--- config.mk ---
export PLATFORM = sky130hd
export DESIGN_NAME = mask_iota_seq
export DESIGN_NICKNAME = d
export VERILOG_FILES = /design/src/rtl/mask_iota_seq.sv
export SDC_FILE = /design/constraint.sdc
export NUM_CORES = 1
export LEC_CHECK = 0
export BUFFER_PORTS_ARGS = -buffer_cell sky130_fd_sc_hd__buf_4
export CAP_MARGIN = 20
export CELL_PAD_IN_SITES_DETAIL_PLACEMENT = 1
export CELL_PAD_IN_SITES_GLOBAL_PLACEMENT = 2
export CORE_UTILIZATION = 31
export CTS_CLUSTER_SIZE = 8
export DETAILED_ROUTE_END_ITERATION = 10
export PLACE_DENSITY = 0.93
export SYNTH_ARGS = -nofsm -noshare
export SYNTH_HDL_FRONTEND = slang
export SYNTH_SLANG_ARGS = --single-unit
export TNS_END_PERCENT = 50
--- constraint.sdc ---
create_clock -name CLK -period 5.9 [get_ports CLK]
set_clock_uncertainty 0.1 [all_clocks]
set_input_delay 0.885 -clock CLK [delete_from_list [all_inputs] [get_ports CLK]]
set_output_delay 0.885 -clock CLK [all_outputs]
set_load 0.03 [all_outputs]
--- src/rtl/mask_iota_seq.sv ---
// mask_iota_seq: element sequencer feeding iota_res/offset to the lane mask unit for viota.m and vid.v.
// Define MASK_IOTA_SEQ_PREFETCH_EN to add a one-word mask prefetch buffer (zero-bubble word boundaries).
module mask_iota_seq #(
    parameter int IDX_W = 8
) (
    input  logic             CLK,
    input  logic             RST,
    input  logic             start,
    input  logic             op_iota,
    input  logic             vm,
    input  logic [IDX_W:0]   vl,
    input  logic [IDX_W-1:0] vstart,
    output logic             word_req,
    output logic [IDX_W-6:0] word_idx,
    input  logic             word_valid,
    input  logic [31:0]      src_word,
    input  logic [31:0]      v0_word,
    output logic             out_valid,
    input  logic             out_ready,
    output logic [IDX_W-1:0] out_idx,
    output logic             out_active,
    output logic [31:0]      iota_res,
    output logic [31:0]      offset,
    output logic             out_last,
    output logic             busy,
    output logic             done,
    output logic             err
);
    localparam logic [1:0]       S_IDLE  = 2'd0;
    localparam logic [1:0]       S_FETCH = 2'd1;
    localparam logic [1:0]       S_RUN   = 2'd2;
    localparam logic [1:0]       S_DONE  = 2'd3;
    localparam logic [IDX_W:0]   ONE_V   = 1;
    localparam logic [IDX_W-1:0] ONE_I   = 1;

    logic [1:0]       state_q, state_d;
    logic             op_iota_q, op_iota_d, vm_q, vm_d, err_q, err_d;
    logic [IDX_W:0]   vl_q, vl_d, cnt_q, cnt_d;
    logic [IDX_W-1:0] idx_q, idx_d, idx_inc;
    logic [31:0]      src_q, src_d, v0_q, v0_d;
    logic             run, need_fetch, act, last, hs;

    assign run        = state_q == S_RUN;
    // vid.v with vm=1 never looks at mask data, so it skips fetching entirely
    assign need_fetch = op_iota_q | ~vm_q;
    assign act        = vm_q | v0_q[idx_q[4:0]];
    assign last       = {1'b0, idx_q} == (vl_q - ONE_V);
    assign hs         = run & out_ready;
    assign idx_inc    = idx_q + ONE_I;

`ifdef MASK_IOTA_SEQ_PREFETCH_EN
    localparam logic [IDX_W-4:0] ONE_W = 1;
    logic             pf_vld_q, pf_vld_d;
    logic [31:0]      pf_src_q, pf_src_d, pf_v0_q, pf_v0_d;
    logic [IDX_W-4:0] nxt_word;
    logic             pf_req, pf_take;

    // request the following word only if it holds at least one element below vl
    assign nxt_word = {1'b0, idx_q[IDX_W-1:5]} + ONE_W;
    assign pf_req   = run & need_fetch & ~pf_vld_q & ({nxt_word, 5'b0} < vl_q);
    assign pf_take  = pf_req & word_valid;
    assign word_req = (state_q == S_FETCH) | pf_req;
    assign word_idx = run ? nxt_word[IDX_W-6:0] : idx_q[IDX_W-1:5];
`else
    assign word_req = state_q == S_FETCH;
    assign word_idx = idx_q[IDX_W-1:5];
`endif

    assign out_valid  = run;
    assign out_idx    = idx_q;
    assign out_active = run & act;
    assign out_last   = run & last;
    assign iota_res   = {{(31-IDX_W){1'b0}}, cnt_q};
    assign offset     = {{(32-IDX_W){1'b0}}, idx_q};
    assign busy       = state_q != S_IDLE;
    assign done       = state_q == S_DONE;
    assign err        = err_q;

    always_comb begin
        state_d   = state_q;
        op_iota_d = op_iota_q;
        vm_d      = vm_q;
        vl_d      = vl_q;
        idx_d     = idx_q;
        cnt_d     = cnt_q;
        src_d     = src_q;
        v0_d      = v0_q;
        err_d     = 1'b0;
`ifdef MASK_IOTA_SEQ_PREFETCH_EN
        pf_vld_d  = pf_vld_q;
        pf_src_d  = pf_src_q;
        pf_v0_d   = pf_v0_q;
        if (pf_take) begin
            pf_vld_d = 1'b1;
            pf_src_d = src_word;
            pf_v0_d  = v0_word;
        end
`endif
        case (state_q)
            S_IDLE: if (start) begin
                op_iota_d = op_iota;
                vm_d      = vm;
                vl_d      = vl;
                idx_d     = vstart;
                cnt_d     = '0;
`ifdef MASK_IOTA_SEQ_PREFETCH_EN
                pf_vld_d  = 1'b0;
`endif
                // a prefix count cannot resume mid-vector, so iota with vstart!=0 is rejected
                if (op_iota && vstart != '0)      err_d   = 1'b1;
                else if ({1'b0, vstart} >= vl)    state_d = S_DONE;
                else if (!op_iota && vm)          state_d = S_RUN;
                else                              state_d = S_FETCH;
            end
            S_FETCH: if (word_valid) begin
                src_d   = src_word;
                v0_d    = v0_word;
                state_d = S_RUN;
            end
            S_RUN: if (hs) begin
                if (op_iota_q && act && src_q[idx_q[4:0]]) cnt_d = cnt_q + ONE_V;
                idx_d = idx_inc;
                if (last) begin
                    state_d = S_DONE;
                end else if (idx_inc[4:0] == 5'd0 && need_fetch) begin
`ifdef MASK_IOTA_SEQ_PREFETCH_EN
                    if (pf_vld_q) begin
                        src_d    = pf_src_q;
                        v0_d     = pf_v0_q;
                        pf_vld_d = 1'b0;
                    end else if (pf_take) begin
                        src_d    = src_word;
                        v0_d     = v0_word;
                        pf_vld_d = 1'b0;
                    end else begin
                        state_d  = S_FETCH;
                    end
`else
                    state_d = S_FETCH;
`endif
                end
            end
            default: state_d = S_IDLE;
        endcase
    end

    always_ff @(posedge CLK) begin
        if (RST) begin
            state_q   <= S_IDLE;
            op_iota_q <= 1'b0;
            vm_q      <= 1'b0;
            vl_q      <= '0;
            idx_q     <= '0;
            cnt_q     <= '0;
            src_q     <= '0;
            v0_q      <= '0;
            err_q     <= 1'b0;
        end else begin
            state_q   <= state_d;
            op_iota_q <= op_iota_d;
            vm_q      <= vm_d;
            vl_q      <= vl_d;
            idx_q     <= idx_d;
            cnt_q     <= cnt_d;
            src_q     <= src_d;
            v0_q      <= v0_d;
            err_q     <= err_d;
        end
    end

`ifdef MASK_IOTA_SEQ_PREFETCH_EN
    always_ff @(posedge CLK) begin
        if (RST) begin
            pf_vld_q <= 1'b0;
            pf_src_q <= '0;
            pf_v0_q  <= '0;
        end else begin
            pf_vld_q <= pf_vld_d;
            pf_src_q <= pf_src_d;
            pf_v0_q  <= pf_v0_d;
        end
    end
`endif

endmodule
==> flow_metrics.env, run 1 <==
export IMPL_finalSetupTns_ns=0
export IMPL_grt_max_degree=91
export IMPL_final_cell_count_no_fill=988
export IMPL_status="complete, no violations"
export IMPL_die_y_um=133.3
export IMPL_grt_pass1_vias=4746
export IMPL_final_util=0.3836
export IMPL_critPathArrivalTime_ns=2.56
export IMPL_gp_congestion=0.8216
export IMPL_cp_start_kind="flip-flop"
export IMPL_dp_cells=972
export IMPL_first_iter_violations=286
export IMPL_grt_use_met1=0.2230
export IMPL_crit_path_end_kind="output port"
export IMPL_min_from="src_q[4]$_SDFFE_PP0P_"
export IMPL_cts_path_max_buffers=2
export IMPL_grt_usage=0.1745
export IMPL_drive_above_1_share=0.2096
export IMPL_ios=170
export IMPL_synth_top_area_frac=0.3559
export IMPL_worst_pin_slew_ns=0.9858
export IMPL_rsz0062_at_grt="false"
export IMPL_viasPerCell=4.866
export IMPL_grt_overflow_total=0
export IMPL_synth_distinct_cells=60
export IMPL_synth_warnings=0
export IMPL_finalCriticalPeriod_ns=3.549
export IMPL_rows=47
export IMPL_dieArea_um2=17770
export IMPL_fin_area_um2=6406
export IMPL_synth_adder_area_share=0.02810
export IMPL_core_area_um2=16700
export IMPL_placed_area_um2=6103
export IMPL_vias=4808
export IMPL_numCtsBuffers=9
export IMPL_grt_busiest_layer="met2"
export IMPL_cts_sinks=95
export IMPL_crit_type="reg -> out"
export IMPL_yosys_area_top_type="dfxtp_1"
export IMPL_synth_xor_area_frac=0.01803
export IMPL_async_flop_share=0
export IMPL_first_pass_iters=4
export IMPL_grtUsageMet2=0.2911
export IMPL_clk_latency_ns=0.35
export IMPL_avgRoutedWirePerCell_um=15.45
export IMPL_path_clk_slew_ns=0.07
export IMPL_postRouteAntennaNets=0
export IMPL_fmax_ghz=0.2818
export IMPL_root_buffer="clkbuf_16"
export IMPL_antenna_found_initial=0
export IMPL_ys_top_cells_by_area="dfxtp_1 36%, nand2_1 13%, a21oi_1 8.9%"
export IMPL_rrSetupSlack_ns=2.63
export IMPL_whs_path_depth=2
export IMPL_postSynthCellCount=682
export IMPL_area_growth_pct=19.88
export IMPL_cts_resized=0
export IMPL_hold_buffers=0
export IMPL_timing_rr_start="out_idx[1]$_SDFFE_PP0P_"
export IMPL_avgSynthCellArea_um2=7.836
export IMPL_finalSetupViolations=0
export IMPL_relSlewSlack=0.3411
export IMPL_crit_start="vl_q[0]$_SDFFE_PP0P_"
export IMPL_synth_seq_cells=95
export IMPL_powerDensity_nw_per_um2=292.0
export IMPL_yosysSeqAreaShare=0.3559
export IMPL_maxCapViolations=0
export IMPL_ys_flop_type="dfxtp_1"
export IMPL_die_w_um=133.3
export IMPL_required_ns=4.91
export IMPL_grt_pass1_wl_um=24320
export IMPL_synth_top_family_by_area="simple AND/OR/NAND/NOR gates"
export IMPL_synthTopCellsByCount="185 x nand2_1, 95 x a21oi_1, 95 x dfxtp_1"
export IMPL_synth_simple_gate_area_frac=0.2152
export IMPL_synth_compound_area_frac=0.1719
export IMPL_p_leak_nw=2.536
export IMPL_numPortBuffers=122
export IMPL_power_mw=1.871
export IMPL_synth_edff_count=0
export IMPL_synthMuxAreaShare=0.07539
export IMPL_finalCritPeriodShare=0.6015
export IMPL_vdd_drop_max_mv=0.1586
export IMPL_cts_setup_buffers=0
export IMPL_crit_fanout=6
export IMPL_rr_endpoint="cnt_q[4]$_SDFFE_PP0P_"
export IMPL_hold_viol_final=0
export IMPL_min_to="src_q[4]$_SDFFE_PP0P_"
export IMPL_slew_viol_final=0
export IMPL_route_detailed_drc=0
export IMPL_initial_core_util=0.3200
export IMPL_n_antenna_cell=0
export IMPL_grtUsageMet3=0.04833
export IMPL_detailed_place_hpwl_um=11240
export IMPL_hold_class="reg -> reg"
export IMPL_r2r_cells=8
export IMPL_tritoncts="built"
export IMPL_final_nets=863
export IMPL_synthesis_area_um2=5344
export IMPL_wirelength_um=15260
export IMPL_yosysMostFrequentCell="nand2_1"
export IMPL_cts_htree_levels=3
==> routing by layer <==
layer | share of wire | wire (um)
met5 | 0 | 0
met4 | 0.010 | 155
met3 | 0.058 | 887
met2 | 0.47 | 7179
met1 | 0.46 | 7040
==> critical path: stages, from the launching register on <==
cell and delay, ns:
dfxtp_1 0.36, inv_1 0.07, ha_1 0.25, nor3b_1 0.50, xnor2_1 0.19, nand3_1 0.10
a311oi_1 0.33, and3_1 0.24, buf_4 0.17
==> flip-flops by register name, summed over array words and instances (netlist names) <==
signal	flops
out_idx	8
op_iota_q	1
err	1
cnt_q	9
state_q	2
v0_q	32
vl_q	9
src_q	32
vm_q	1
==> how the worst max path moves through the flow <==
stage | to | slack, ns | cells past startpoint
after global routing | out_active | 2.17 | 7
after floorplan | out_last | 2.75 | 7
final | out_last | 2.35 | 8
after CTS | out_last | 2.35 | 8
after detailed placement | cnt_q[4]$_SDFFE_PP0P_ | 2.68 | 8
after global placement | cnt_q[3]$_SDFFE_PP0P_ | 2.77 | 7
==> cell usage in the layout, fill, tap and decap left out, types with 3 or more instances in the layout <==
cell / netlist / final
ha_1: 12 / 12
xnor2_1: 5 / 5
nand3b_1: 3 / 3
nand4_1: 3 / 3
o211ai_1: 5 / 5
nor2_1: 19 / 19
a311oi_1: 4 / 4
a21oi_1: 95 / 95
or3_1: 8 / 8
nand3_1: 12 / 12
conb_1: 1 / 47
buf_4: 61 / 127
dfxtp_1: 95 / 95
or4_1: 5 / 5
o21ai_1: 5 / 5
mux2i_1: 8 / 8
inv_1: 20 / 20
nand2_1: 185 / 184
o21ai_0: 11 / 11
mux4_2: 12 / 12
clkbuf_16: 0 / 9
xor2_1: 6 / 6
nor3_1: 8 / 8
nor2b_1: 6 / 6
o31ai_1: 3 / 3
a211oi_1: 4 / 4
==> per-stage QoR <==
stage	hold slack (ns)	setup WS [ns]
3_5_place_dp	0.3471	2.679
2_1_floorplan	0.3315	2.747
5_1_grt	0.3705	2.168
6_report	0.3538	2.351
4_1_cts	0.3574	2.345
3_3_place_gp	0.3424	2.768
==> layout make-up <==
| type | count | area, um2 |
|---|---|---|
| clock buffers | 9 | 225.2 |
| clock inverters | 7 | 77.57 |
| fillers | 2099 | 10290 |
| inverters | 20 | 75.07 |
| multi-input cells | 510 | 2898 |
| flip-flops and latches | 95 | 1902 |
| well taps | 220 | 275.3 |
| repair buffers | 127 | 953.4 |
==> logic make-up after synthesis <==
logic type / after synthesis
and+or+nand+nor: 264
AOI/OAI and AO/OA: 154
buffers and inverters: 123
DFF: 95
muxes: 22
adders and majority gates: 12
xor gates and xnor gates: 11
other: 1
==> power by group <==
part | internal, mW | leakage [nW] | switching [mW]
Sequential | 0.684 | 0.771 | 0.0613
Clock | 0.334 | 0.152 | 0.269
Combinational | 0.196 | 1.61 | 0.326
Total | 1.21 | 2.54 | 0.657
No activity file was read; power rests on OpenSTA's default activity.
==> run 2, diff against run 1 <==
--- a/config.mk
+++ b/config.mk
@@ -9,10 +9,10 @@
 export CAP_MARGIN = 20
 export CELL_PAD_IN_SITES_DETAIL_PLACEMENT = 1
 export CELL_PAD_IN_SITES_GLOBAL_PLACEMENT = 2
-export CORE_UTILIZATION = 31
+export CORE_UTILIZATION = 29
 export CTS_CLUSTER_SIZE = 8
 export DETAILED_ROUTE_END_ITERATION = 10
-export PLACE_DENSITY = 0.93
+export PLACE_DENSITY = 0.88
 export SYNTH_ARGS = -nofsm -noshare
 export SYNTH_HDL_FRONTEND = slang
 export SYNTH_SLANG_ARGS = --single-unit
==> constraint.sdc (replaced) <==
create_clock -name CLK -period 3.3 [get_ports CLK]
set_clock_uncertainty 0.1 [all_clocks]
set_input_delay 0.495 -clock CLK [delete_from_list [all_inputs] [get_ports CLK]]
set_output_delay 0.495 -clock CLK [all_outputs]
set_load 0.03 [all_outputs]
==> run 2 against run 1 <==
Global-route usage is 0.69 points lower; critical path type unchanged; die area is 6.8% higher; clock power is 71% higher; sequential cell count stayed put; largest power group unchanged; largest cell class unchanged; via count is 0.62% higher; register-to-register slack worse by 2.0 ns.
==> flow_metrics.env, run 2 (same netlist as run 1, synthesis figures left out) <==
export IMPL_status="complete, no violations"
export IMPL_cts_path_max_buffers=2
export IMPL_switching_power_mw=1.188
export IMPL_worst_pin_slew_ns=0.7600
export IMPL_antenna_found_initial=0
export IMPL_hold_viol_final=0
export IMPL_min_to="v0_q[30]$_SDFFE_PP0P_"
export IMPL_cts_htree_levels=3
export IMPL_setup_ws_ns=0.2728
export IMPL_die_w_um=137.7
export IMPL_final_cell_mix="184 x nand2_1, 135 x buf_4, 95 x a21oi_1, 95 x dfxtp_1, 47 x conb_1"
export IMPL_p_leak_nw=2.576
export IMPL_cts_sinks=95
export IMPL_dieArea_um2=18970
export IMPL_fin_area_um2=6489
export IMPL_placed_area_um2=6195
export IMPL_tritoncts="built"
export IMPL_viasPerCell=4.809
export IMPL_drive_above_1_share=0.2201
export IMPL_required_ns=2.70
export IMPL_finalSetupTns_ns=0
export IMPL_rr_endpoint="cnt_q[5]$_SDFFE_PP0P_"
export IMPL_dp_worst_setup_slack_ns=0.5406
export IMPL_crit_path_end_kind="output port"
export IMPL_rsz0062_at_grt="false"
export IMPL_whs_path_depth=3
export IMPL_ios=170
export IMPL_critPathArrivalTime_ns=2.43
export IMPL_p_comb_frac=0.295
export IMPL_sw_frac_of_total=0.3567
export IMPL_grt_pass1_vias=4784
export IMPL_numPortBuffers=122
export IMPL_first_iter_violations=223
export IMPL_cts_setup_buffers=0
export IMPL_hold_class="in -> reg"
export IMPL_root_buffer="clkbuf_16"
export IMPL_seqPwrFrac=0.394
export IMPL_die_y_um=137.7
export IMPL_avgRoutedWirePerCell_um=15.43
export IMPL_top_regs="src_q (32), v0_q (32)"
export IMPL_final_util=0.3600
export IMPL_holdWs_ns=0.2842
export IMPL_relSlewSlack=0.4886
export IMPL_final_nets=872
export IMPL_clk_latency_ns=0.35
export IMPL_postRouteAntennaNets=0
export IMPL_final_common_cell="nand2_1"
export IMPL_final_cell_count_no_fill=1006
export IMPL_maxCapViolations=0
export IMPL_vdd_drop_max_mv=0.2842
export IMPL_core_area_um2=18020
export IMPL_rrSetupSlack_ns=0.61
export IMPL_p_int_mw=2.142
export IMPL_powerDensity_nw_per_um2=513.1
export IMPL_path_clk_slew_ns=0.07
export IMPL_wirelength_um=15520
export IMPL_first_pass_iters=4
export IMPL_grt_overflow_total=0
export IMPL_detailed_place_hpwl_um=11730
export IMPL_rows=49
export IMPL_fillers=2239
export IMPL_grt_max_degree=65
export IMPL_power_mw=3.330
export IMPL_pwr_share_clk=0.311
export IMPL_initial_core_util=0.2965
export IMPL_area_growth_pct=21.42
export IMPL_finalSetupViolations=0
export IMPL_slew_viol_final=0
export IMPL_gp_congestion=0.7920
export IMPL_fmax_ghz=0.3303
export IMPL_finalCriticalPeriod_ns=3.027
export IMPL_timing_rr_start="out_idx[1]$_SDFFE_PP0P_"
export IMPL_finalCritPeriodShare=0.9173
export IMPL_min_from="v0_word[30]"
export IMPL_crit_type="reg -> out"
export IMPL_r2r_cells=8
export IMPL_cp_start_kind="flip-flop"
export IMPL_n_antenna_cell=0
export IMPL_dp_cells=990
export IMPL_route_detailed_drc=0
export IMPL_hold_buffers=0
export IMPL_crit_fanout=6
export IMPL_vias=4838
export IMPL_grt_pass1_wl_um=24370
export IMPL_numCtsBuffers=9
export IMPL_grt_usage=0.1675
## run 2: final cells by class
type                       instances  area [um2]  share of cell area
clock buffer                      10       239.0             0.03683
clock inverter                     6       50.05            0.007713
inverter                          20       75.07             0.01157
multi-input combinational        510        2903              0.4474
sequential                        95        1902              0.2931
tap                              229       286.5             0.04416
timing repair buffer             136        1033              0.1593
## run 2: worst max path at each step
stage	from	end	cells after the start
final	vl_q[0]$_SDFFE_PP0P_	out_last	8
after global routing	vl_q[0]$_SDFFE_PP0P_	out_last	8
after CTS	vl_q[0]$_SDFFE_PP0P_	out_last	8
after detailed placement	vl_q[0]$_SDFFE_PP0P_	out_last	8
after global placement	vl_q[0]$_SDFFE_PP0P_	out_last	8
after floorplan	out_idx[2]$_SDFFE_PP0P_	out_last	7
## run 2: worst max-delay path: stages, from the launching register on
cell and delay (ns):
dfxtp_1 0.37, inv_1 0.08, ha_1 0.26, nor3b_2 0.34, xnor2_1 0.16, nand3_1 0.10
a311oi_1 0.36, and3_1 0.24, buf_4 0.17
## run 2: layer usage
metal	share of wire	track usage	up-vias
met4	0.016	0.05737	0
met2	0.47	0.2775	121
met5	0	0	-
met1	0.46	0.2161	2291
li1	-	-	2409
met3	0.049	0.03274	17
## run 2: power by group through the flow
stage / Combinational (mW) / Sequential (mW) / Clock, mW
2_1_floorplan: 0.730 / 1.34 / 0
3_3_place_gp: 0.978 / 1.33 / 0
3_5_place_dp: 0.984 / 1.34 / 0
4_1_cts: 0.988 / 1.31 / 1.07
5_1_grt: 1.08 / 1.32 / 1.11
6_report: 0.982 / 1.31 / 1.03
## run 2: repair_timing
| item | CTS | global route |
|---|---|---|
| hold endpoints to repair | 0 | 0 |
| resized for setup | 0 | 1 |
| endpoints found under the setup margin | 0 | 1 |
